<file path="src/rtl/shift_add_multiplier.sv">
// shift_add_multiplier: sequential unsigned shift-add multiplier.
// Each CALC cycle does a WIDTH-bit add of the accumulator and the
// multiplicand, keeps the carry-out, and shifts {carry,ACC,Q} right by one.
// The 2*WIDTH product is ready after exactly WIDTH iterations.
// Ports:
//   clk, rst_n          - clock, async active-low reset
//   in_valid/in_ready   - operand handshake (ready only in IDLE)
//   a, b                - multiplicand, multiplier (unsigned, WIDTH bits)
//   out_valid/out_ready - result handshake (valid only in DONE)
//   product             - registered 2*WIDTH result, held until next completion
module shift_add_multiplier #(
  parameter int WIDTH = 8
) (
  input  logic               clk,
  input  logic               rst_n,
  input  logic               in_valid,
  output logic               in_ready,
  input  logic [WIDTH-1:0]   a,
  input  logic [WIDTH-1:0]   b,
  output logic               out_valid,
  input  logic               out_ready,
  output logic [2*WIDTH-1:0] product
);
  localparam int CNT_W = $clog2(WIDTH + 1);

  typedef enum logic [1:0] {IDLE, CALC, DONE} state_t;

  state_t               state_q, state_d;
  logic [WIDTH-1:0]     m_q, m_d;
  logic [WIDTH-1:0]     acc_q, acc_d;
  logic [WIDTH-1:0]     q_q, q_d;
  logic [CNT_W-1:0]     count_q, count_d;
  logic [2*WIDTH-1:0]   product_q, product_d;

  // Adder stage: carry-out lands in bit WIDTH so the shift can pull it into
  // the ACC MSB and no bit of the partial product is lost.
  logic [WIDTH:0]       sum;
  logic [2*WIDTH-1:0]   shifted;

  always_comb begin
    sum     = q_q[0] ? ({1'b0, acc_q} + {1'b0, m_q}) : {1'b0, acc_q};
    // {C,ACC',Q} >> 1, keeping the low 2*WIDTH bits.
    shifted = {sum, q_q[WIDTH-1:1]};
  end

  always_comb begin
    state_d   = state_q;
    m_d       = m_q;
    acc_d     = acc_q;
    q_d       = q_q;
    count_d   = count_q;
    product_d = product_q;
    in_ready  = 1'b0;
    out_valid = 1'b0;
    unique case (state_q)
      IDLE: begin
        in_ready = 1'b1;
        if (in_valid) begin
          m_d     = a;
          q_d     = b;
          acc_d   = '0;
          count_d = '0;
          state_d = CALC;
        end
      end
      CALC: begin
        acc_d   = shifted[2*WIDTH-1:WIDTH];
        q_d     = shifted[WIDTH-1:0];
        count_d = count_q + CNT_W'(1);
        if (count_q == CNT_W'(WIDTH - 1)) begin
          product_d = shifted;
          state_d   = DONE;
        end
      end
      DONE: begin
        out_valid = 1'b1;
        if (out_ready) state_d = IDLE;
      end
      default: state_d = IDLE;
    endcase
  end

  always_ff @(posedge clk or negedge rst_n) begin
    if (!rst_n) begin
      state_q   <= IDLE;
      m_q       <= '0;
      acc_q     <= '0;
      q_q       <= '0;
      count_q   <= '0;
      product_q <= '0;
    end else begin
      state_q   <= state_d;
      m_q       <= m_d;
      acc_q     <= acc_d;
      q_q       <= q_d;
      count_q   <= count_d;
      product_q <= product_d;
    end
  end

  assign product = product_q;

endmodule

</file>
<file path="config.mk">
export PLATFORM = sky130hd
export DESIGN_NAME = shift_add_multiplier
export DESIGN_NICKNAME = d
export VERILOG_FILES = /design/src/rtl/shift_add_multiplier.sv
export SDC_FILE = /design/constraint.sdc
export NUM_CORES = 1
export LEC_CHECK = 0
export ABC_AREA = 1
export CELL_PAD_IN_SITES_DETAIL_PLACEMENT = 1
export CELL_PAD_IN_SITES_GLOBAL_PLACEMENT = 2
export CORE_MARGIN = 4
export CORE_UTILIZATION = 34
export CTS_CLUSTER_DIAMETER = 30
export DETAILED_ROUTE_END_ITERATION = 8
export GPL_TIMING_DRIVEN = 0
export PLACE_DENSITY_LB_ADDON = 0.1
export SLEW_MARGIN = 20
export SYNTH_ARGS = -nofsm -noshare
export SYNTH_HDL_FRONTEND = slang
export SYNTH_SLANG_ARGS = --single-unit
</file>
<file path="constraint.sdc">
create_clock -name clk -period 4.88 [get_ports clk]
set_clock_uncertainty 0.15 [all_clocks]
set_input_delay 0.732 -clock clk [delete_from_list [all_inputs] [get_ports clk]]
set_output_delay 0.732 -clock clk [all_outputs]
set_load 0.01 [all_outputs]
</file>
==> impl_metrics.env, run 1 <==
export IMPL_status="finished clean"
export IMPL_clock_sinks=46
export IMPL_antenna_found_initial=0
export IMPL_setup_viol_count_final=0
export IMPL_avgSynthCellArea_sq_um=8.58
export IMPL_powerDensity_nw_per_um2=702
export IMPL_avgViaCountPerCell=4.85
export IMPL_die_h_um=89.6
export IMPL_nets=339
export IMPL_syn_num_nets=294
export IMPL_p_sw_share_pct=42.2
export IMPL_worst_setup_path_end_kind="output pin"
export IMPL_rsz0062_at_grt="false"
export IMPL_post_route_min_period_ns=2.41
export IMPL_syn_to_final_growth_pct=26.2
export IMPL_syn_area_sq_um=2260
export IMPL_critPathMaxFanout=4
export IMPL_peakVddDrop_v=0.000231
export IMPL_gr_total_overflow=0
export IMPL_dp_hpwl_mm=4.39
export IMPL_arrival_ns=1.53
export IMPL_worstSetupPathType="flip-flop to output pin"
export IMPL_wl_mm=5.84
export IMPL_setup_worst_path_start_class="flip-flop"
export IMPL_cts_repair_resized=0
export IMPL_setup_slack_ns=2.47
export IMPL_crit_required_ns=4.00
export IMPL_ys_seq_area_share_pct=50.8
export IMPL_switchingPower_w=0.000847
export IMPL_diodes=0
export IMPL_grtUsageTotal_pct=16.8
export IMPL_fp_dieArea_sq_um=8030
export IMPL_yosysWarnings=0
export IMPL_port_buffer_count=37
export IMPL_drive_above_1_share_pct=8.41
export IMPL_pre_cts_ws_ns=2.70
export IMPL_p_clk_share_pct=14.6
export IMPL_tightest_slew_ns=0.461
export IMPL_dr_pass1_iters=4
export IMPL_setup_tns_ns=0
export IMPL_io_pins=38
export IMPL_fmax_ghz=0.415
export IMPL_cts_tree="built"
export IMPL_cts_hold_buf=0
export IMPL_htreeDepth=2
export IMPL_row_count=29
export IMPL_ys_types=29
export IMPL_syn_inst=264
export IMPL_period_share_pct=49.3
export IMPL_power_frac_seq_pct=33.9
export IMPL_cts_buffer_depth=2
export IMPL_grt_max_degree=29
export IMPL_internal_power_w=0.00116
export IMPL_slew_viol_final=0
export IMPL_core_sq_um=6420
export IMPL_grt_pass1_wl_mm=10.1
export IMPL_insertion_delay_ns=0.30
export IMPL_post_cts_setup_buffer_count=0
export IMPL_final_common_cell="nand2_1"
export IMPL_path_clk_slew_ns=0.09
export IMPL_synth_seq_cells=46
export IMPL_routabilityCongestion=0.740
export IMPL_relSlewSlack_pct=69.3
export IMPL_p_leak_nw=1.43
export IMPL_drc=0
export IMPL_initial_utilization_pct=35.3
export IMPL_vias=1871
export IMPL_first_global_vias=2064
export IMPL_drt_wirelength_per_cell_um=15.1
export IMPL_hold_class="primary input to async pin"
export IMPL_die_width_um=89.6
export IMPL_maxCapViolCount=0
export IMPL_drt_iter0_drc=59
export IMPL_clockRootBuffer="clkbuf_8"
export IMPL_hold_violations=0
export IMPL_ant_nets=0
export IMPL_final_cell_mix="nand2_1 (93), dfrtp_1 (46), clkdlybuf4s50_1 (36)"
export IMPL_power_frac_comb_pct=51.5
export IMPL_p_total_w=0.00201
export IMPL_numCtsBuffers=5
[final cells by class]
class                      instances  area, sq um
inverter                          26          105
clock buffer                       6         82.6
tap                               77         96.3
clock inverter                     1         30.0
multi-input combinational        186          958
fill                             777         3560
buffer                             6         50.0
timing repair buffer              38          385
sequential                        46         1150
[critical path, cell delays in order, from the launching register on]
cell and delay (ns):
dfrtp_1 0.46, nor2_2 0.20, clkdlybuf4s50_1 0.57
[per-layer routing]
| metal | GRT usage, % | routed length [um] |
|---|---|---|
| met2 | 28.7 | 2910 |
| met3 | 2.83 | 144 |
| met1 | 21.8 | 2710 |
| met4 | 4.87 | 77 |
| met5 | 0 | 0 |
[Yosys cell counts]
| cell | number | area share (%) |
|---|---|---|
| o22ai_1 | 4 | 1.1 |
| ha_1 | 9 | 5.0 |
| buf_6 | 3 | 1.5 |
| clkbuf_1 | 1 | 0.17 |
| buf_2 | 1 | 0.22 |
| nor2_2 | 1 | 0.28 |
| xor2_1 | 1 | 0.39 |
| a21oi_1 | 6 | 1.3 |
| nand3_1 | 20 | 4.4 |
| inv_6 | 1 | 0.39 |
| nand2_2 | 1 | 0.28 |
| or2_2 | 4 | 1.1 |
| o31ai_1 | 1 | 0.33 |
| nand2_4 | 2 | 0.99 |
| fa_1 | 1 | 0.88 |
| inv_1 | 23 | 3.8 |
| nor2_1 | 11 | 1.8 |
| buf_4 | 1 | 0.33 |
| inv_4 | 1 | 0.28 |
| o21ai_1 | 8 | 1.8 |
| a221oi_1 | 4 | 1.5 |
| o211ai_1 | 1 | 0.33 |
| a22o_1 | 1 | 0.39 |
| o21ai_0 | 14 | 3.1 |
| inv_2 | 1 | 0.17 |
| nand3b_1 | 3 | 0.99 |
| nand2_1 | 93 | 15 |
| nor2_8 | 1 | 0.88 |
| dfrtp_1 | 46 | 51 |
[power by group through the flow]
stage               logic [W]  registers, W  clock network, W
floorplan            0.000684      0.000681                 0
global placement      0.00102      0.000685                 0
detailed placement    0.00105      0.000691                 0
CTS                   0.00106      0.000685          0.000305
global route          0.00120      0.000710          0.000323
finish                0.00103      0.000680          0.000293
[kinds of logic (layout without fill, tap and decap cells)]
logic type / count (synthesis) / after routing / synth area share [%]
compound gates: 39 / 39 / 9.89
xor+xnor: 1 / 1 / 0.387
fa+ha+maj: 10 / 10 / 5.86
buf+inv: 32 / 77 / 6.85
flops: 46 / 46 / 50.8
simple gates: 136 / 136 / 26.2
[flip-flops by register name (all words and copies together) (netlist names)]
register and flops:
state_q 2, m_q 8, q_q 8, product 16
count_q 4, acc_q 8
[metrics by stage]
stage | hold slack, ns | area [sq um] | cells | util (%)
CTS | 0.244 | 2860 | 386 | 44.5
floorplan | 0.286 | 2260 | 264 | -
finish | 0.226 | 2860 | 386 | 44.5
global placement | 0.315 | 2730 | 378 | 42.5
global route | 0.248 | 2860 | 386 | 44.5
detailed placement | 0.315 | 2750 | 379 | 42.8
[path summary, 6_finish.rpt]
check                       startpoint           to  slack, ns  cells after the start
hold / removal                   rst_n     acc_q[5]       0.23                      1
hold reg to reg            product[15]  product[15]       0.33                      2
min in group clk           product[15]  product[15]       0.33                      2
setup reg to reg                m_q[0]  product[11]       2.86                      9
max in group asynchronous        rst_n       q_q[5]       3.85                      2
setup / recovery            state_q[0]     in_ready       2.47                      2
Note: power is estimated with default switching activity, not from simulation.
==> run 2, diff against run 1 <==
--- a/config.mk
+++ b/config.mk
@@ -9,7 +9,7 @@
 export CELL_PAD_IN_SITES_DETAIL_PLACEMENT = 1
 export CELL_PAD_IN_SITES_GLOBAL_PLACEMENT = 2
 export CORE_MARGIN = 4
-export CORE_UTILIZATION = 34
+export CORE_UTILIZATION = 28
 export CTS_CLUSTER_DIAMETER = 30
 export DETAILED_ROUTE_END_ITERATION = 8
 export GPL_TIMING_DRIVEN = 0
==> constraint.sdc (replaced) <==
create_clock -name clk -period 2.2 [get_ports clk]
set_clock_uncertainty 0.15 [all_clocks]
set_input_delay 0.33 -clock clk [delete_from_list [all_inputs] [get_ports clk]]
set_output_delay 0.33 -clock clk [all_outputs]
set_load 0.01 [all_outputs]
==> run 2 against run 1 <==
  * Total power increased by 120%
  * Critical path depth unchanged
  * Largest cell class unchanged
  * First-iteration DRC count decreased by 34%
  * Critical path type unchanged
  * Register-to-register slack got worse by 2.7 ns
  * Largest power group unchanged
==> impl_metrics.env, run 2 (same netlist as run 1, synthesis figures left out) <==
export IMPL_post_cts_setup_buffer_count=0
export IMPL_numCtsBuffers=5
export IMPL_drc=0
export IMPL_antenna_found_initial=0
export IMPL_insertion_delay_ns=0.30
export IMPL_hold_class="flip-flop to flip-flop"
export IMPL_pre_cts_ws_ns=0.200
export IMPL_rsz0062_at_grt="false"
export IMPL_avgViaCountPerCell=4.57
export IMPL_ant_nets=0
export IMPL_p_leak_nw=1.43
export IMPL_worst_setup_path_end_kind="output pin"
export IMPL_hold_violations=0
export IMPL_slew_viol_final=0
export IMPL_clock_sinks=46
export IMPL_setup_tns_ns=0
export IMPL_status="finished clean"
export IMPL_tightest_slew_ns=0.466
export IMPL_powerDensity_nw_per_um2=1530
export IMPL_grtUsageTotal_pct=13.0
export IMPL_first_global_vias=1972
export IMPL_arrival_ns=1.52
export IMPL_initial_utilization_pct=29.0
export IMPL_setup_worst_path_start_class="flip-flop"
export IMPL_worstSetupPathType="flip-flop to output pin"
export IMPL_maxCapViolCount=0
export IMPL_cts_buffer_depth=2
export IMPL_syn_to_final_growth_pct=27.8
export IMPL_die_h_um=97.9
export IMPL_core_sq_um=7810
export IMPL_die_width_um=97.9
export IMPL_grt_max_degree=31
export IMPL_dr_pass1_iters=4
export IMPL_critPathMaxFanout=4
export IMPL_largest_reg_flops=16
export IMPL_path_clk_slew_ns=0.09
export IMPL_io_pins=38
export IMPL_setup_slack_ns=0.197
export IMPL_drt_wirelength_per_cell_um=14.5
export IMPL_cts_tree="built"
export IMPL_wl_mm=5.99
export IMPL_dp_hpwl_mm=4.49
export IMPL_diodes=0
export IMPL_drt_iter0_drc=39
export IMPL_fmax_ghz=0.499
export IMPL_row_count=32
export IMPL_setup_viol_count_final=0
export IMPL_postPlaceCellArea_sq_um=2780
export IMPL_relSlewSlack_pct=68.9
export IMPL_post_route_min_period_ns=2.00
export IMPL_vias=1888
export IMPL_clockRootBuffer="clkbuf_8"
export IMPL_htreeDepth=2
export IMPL_utilization_pct=37.1
export IMPL_crit_required_ns=1.72
export IMPL_fp_dieArea_sq_um=9590
export IMPL_period_share_pct=91.1
export IMPL_final_area_sq_um=2890
export IMPL_gr_total_overflow=0
export IMPL_peakVddDrop_v=0.000512
export IMPL_grt_pass1_wl_mm=10.0
export IMPL_cts_repair_resized=0
export IMPL_routabilityCongestion=0.718
export IMPL_nets=340
export IMPL_p_total_w=0.00443
export IMPL_final_cell_mix="nand2_1 (93), dfrtp_1 (46), clkdlybuf4s50_1 (36)"
export IMPL_drive_above_1_share_pct=8.04
export IMPL_final_common_cell="nand2_1"
export IMPL_port_buffer_count=37
==> run 2: critical path, stage by stage (launching register included) <==
cell             delay [ns]
dfrtp_1                0.45
nor2_2                 0.21
clkdlybuf4s50_1        0.57
==> run 2: path summary, 6_finish.rpt <==
kind | startpoint | cells past startpoint | slack, ns | endpoint
hold reg to reg | product[14] | 2 | 0.33 | product[14]
hold / removal | product[14] | 2 | 0.33 | product[14]
max in group asynchronous | rst_n | 3 | 1.04 | q_q[1]
min in group asynchronous | rst_n | 2 | 0.35 | acc_q[5]
setup / recovery | state_q[0] | 2 | 0.20 | in_ready
setup reg to reg | m_q[0] | 10 | 0.20 | acc_q[5]
==> run 2: layout make-up <==
cell class | instances | area [sq um]
clock inverters | 1 | 30.0
flip-flops and latches | 46 | 1150
fillers | 937 | 4910
repair buffers | 39 | 395
inverters | 26 | 105
clock buffers | 7 | 76.3
plain buffers | 6 | 50.0
multi-input cells | 186 | 958
well taps | 102 | 128
==> run 2: stage by stage <==
stage | instances | hold WS (ns)
global placement | 403 | 0.314
CTS | 413 | 0.340
detailed placement | 404 | 0.151
finish | 413 | 0.335
floorplan | 264 | -0.116
global route | 413 | 0.361
==> run 2: timing repair <==
item	CTS	global route
endpoints found under the setup margin	0	0
hold buffers	1	0
hold endpoints to repair	16	0
==> run 2: per-layer routing <==
metal | global-route usage, % | vias up | share of wire (%)
met5 | 0 | - | 0
met4 | 2.88 | 0 | 0.80
met3 | 2.43 | 4 | 3.2
met2 | 20.8 | 29 | 45
met1 | 18.4 | 908 | 51
li1 | - | 947 | -
==> run 2: power breakdown <==
| group | switching, W | leakage [nW] | internal, W | total (W) |
|---|---|---|---|---|
| logic | 0.00133 | 0.803 | 0.000970 | 0.00230 |
| registers | 0.000259 | 0.571 | 0.00124 | 0.00150 |
| clock network | 0.000288 | 0.0524 | 0.000341 | 0.000629 |
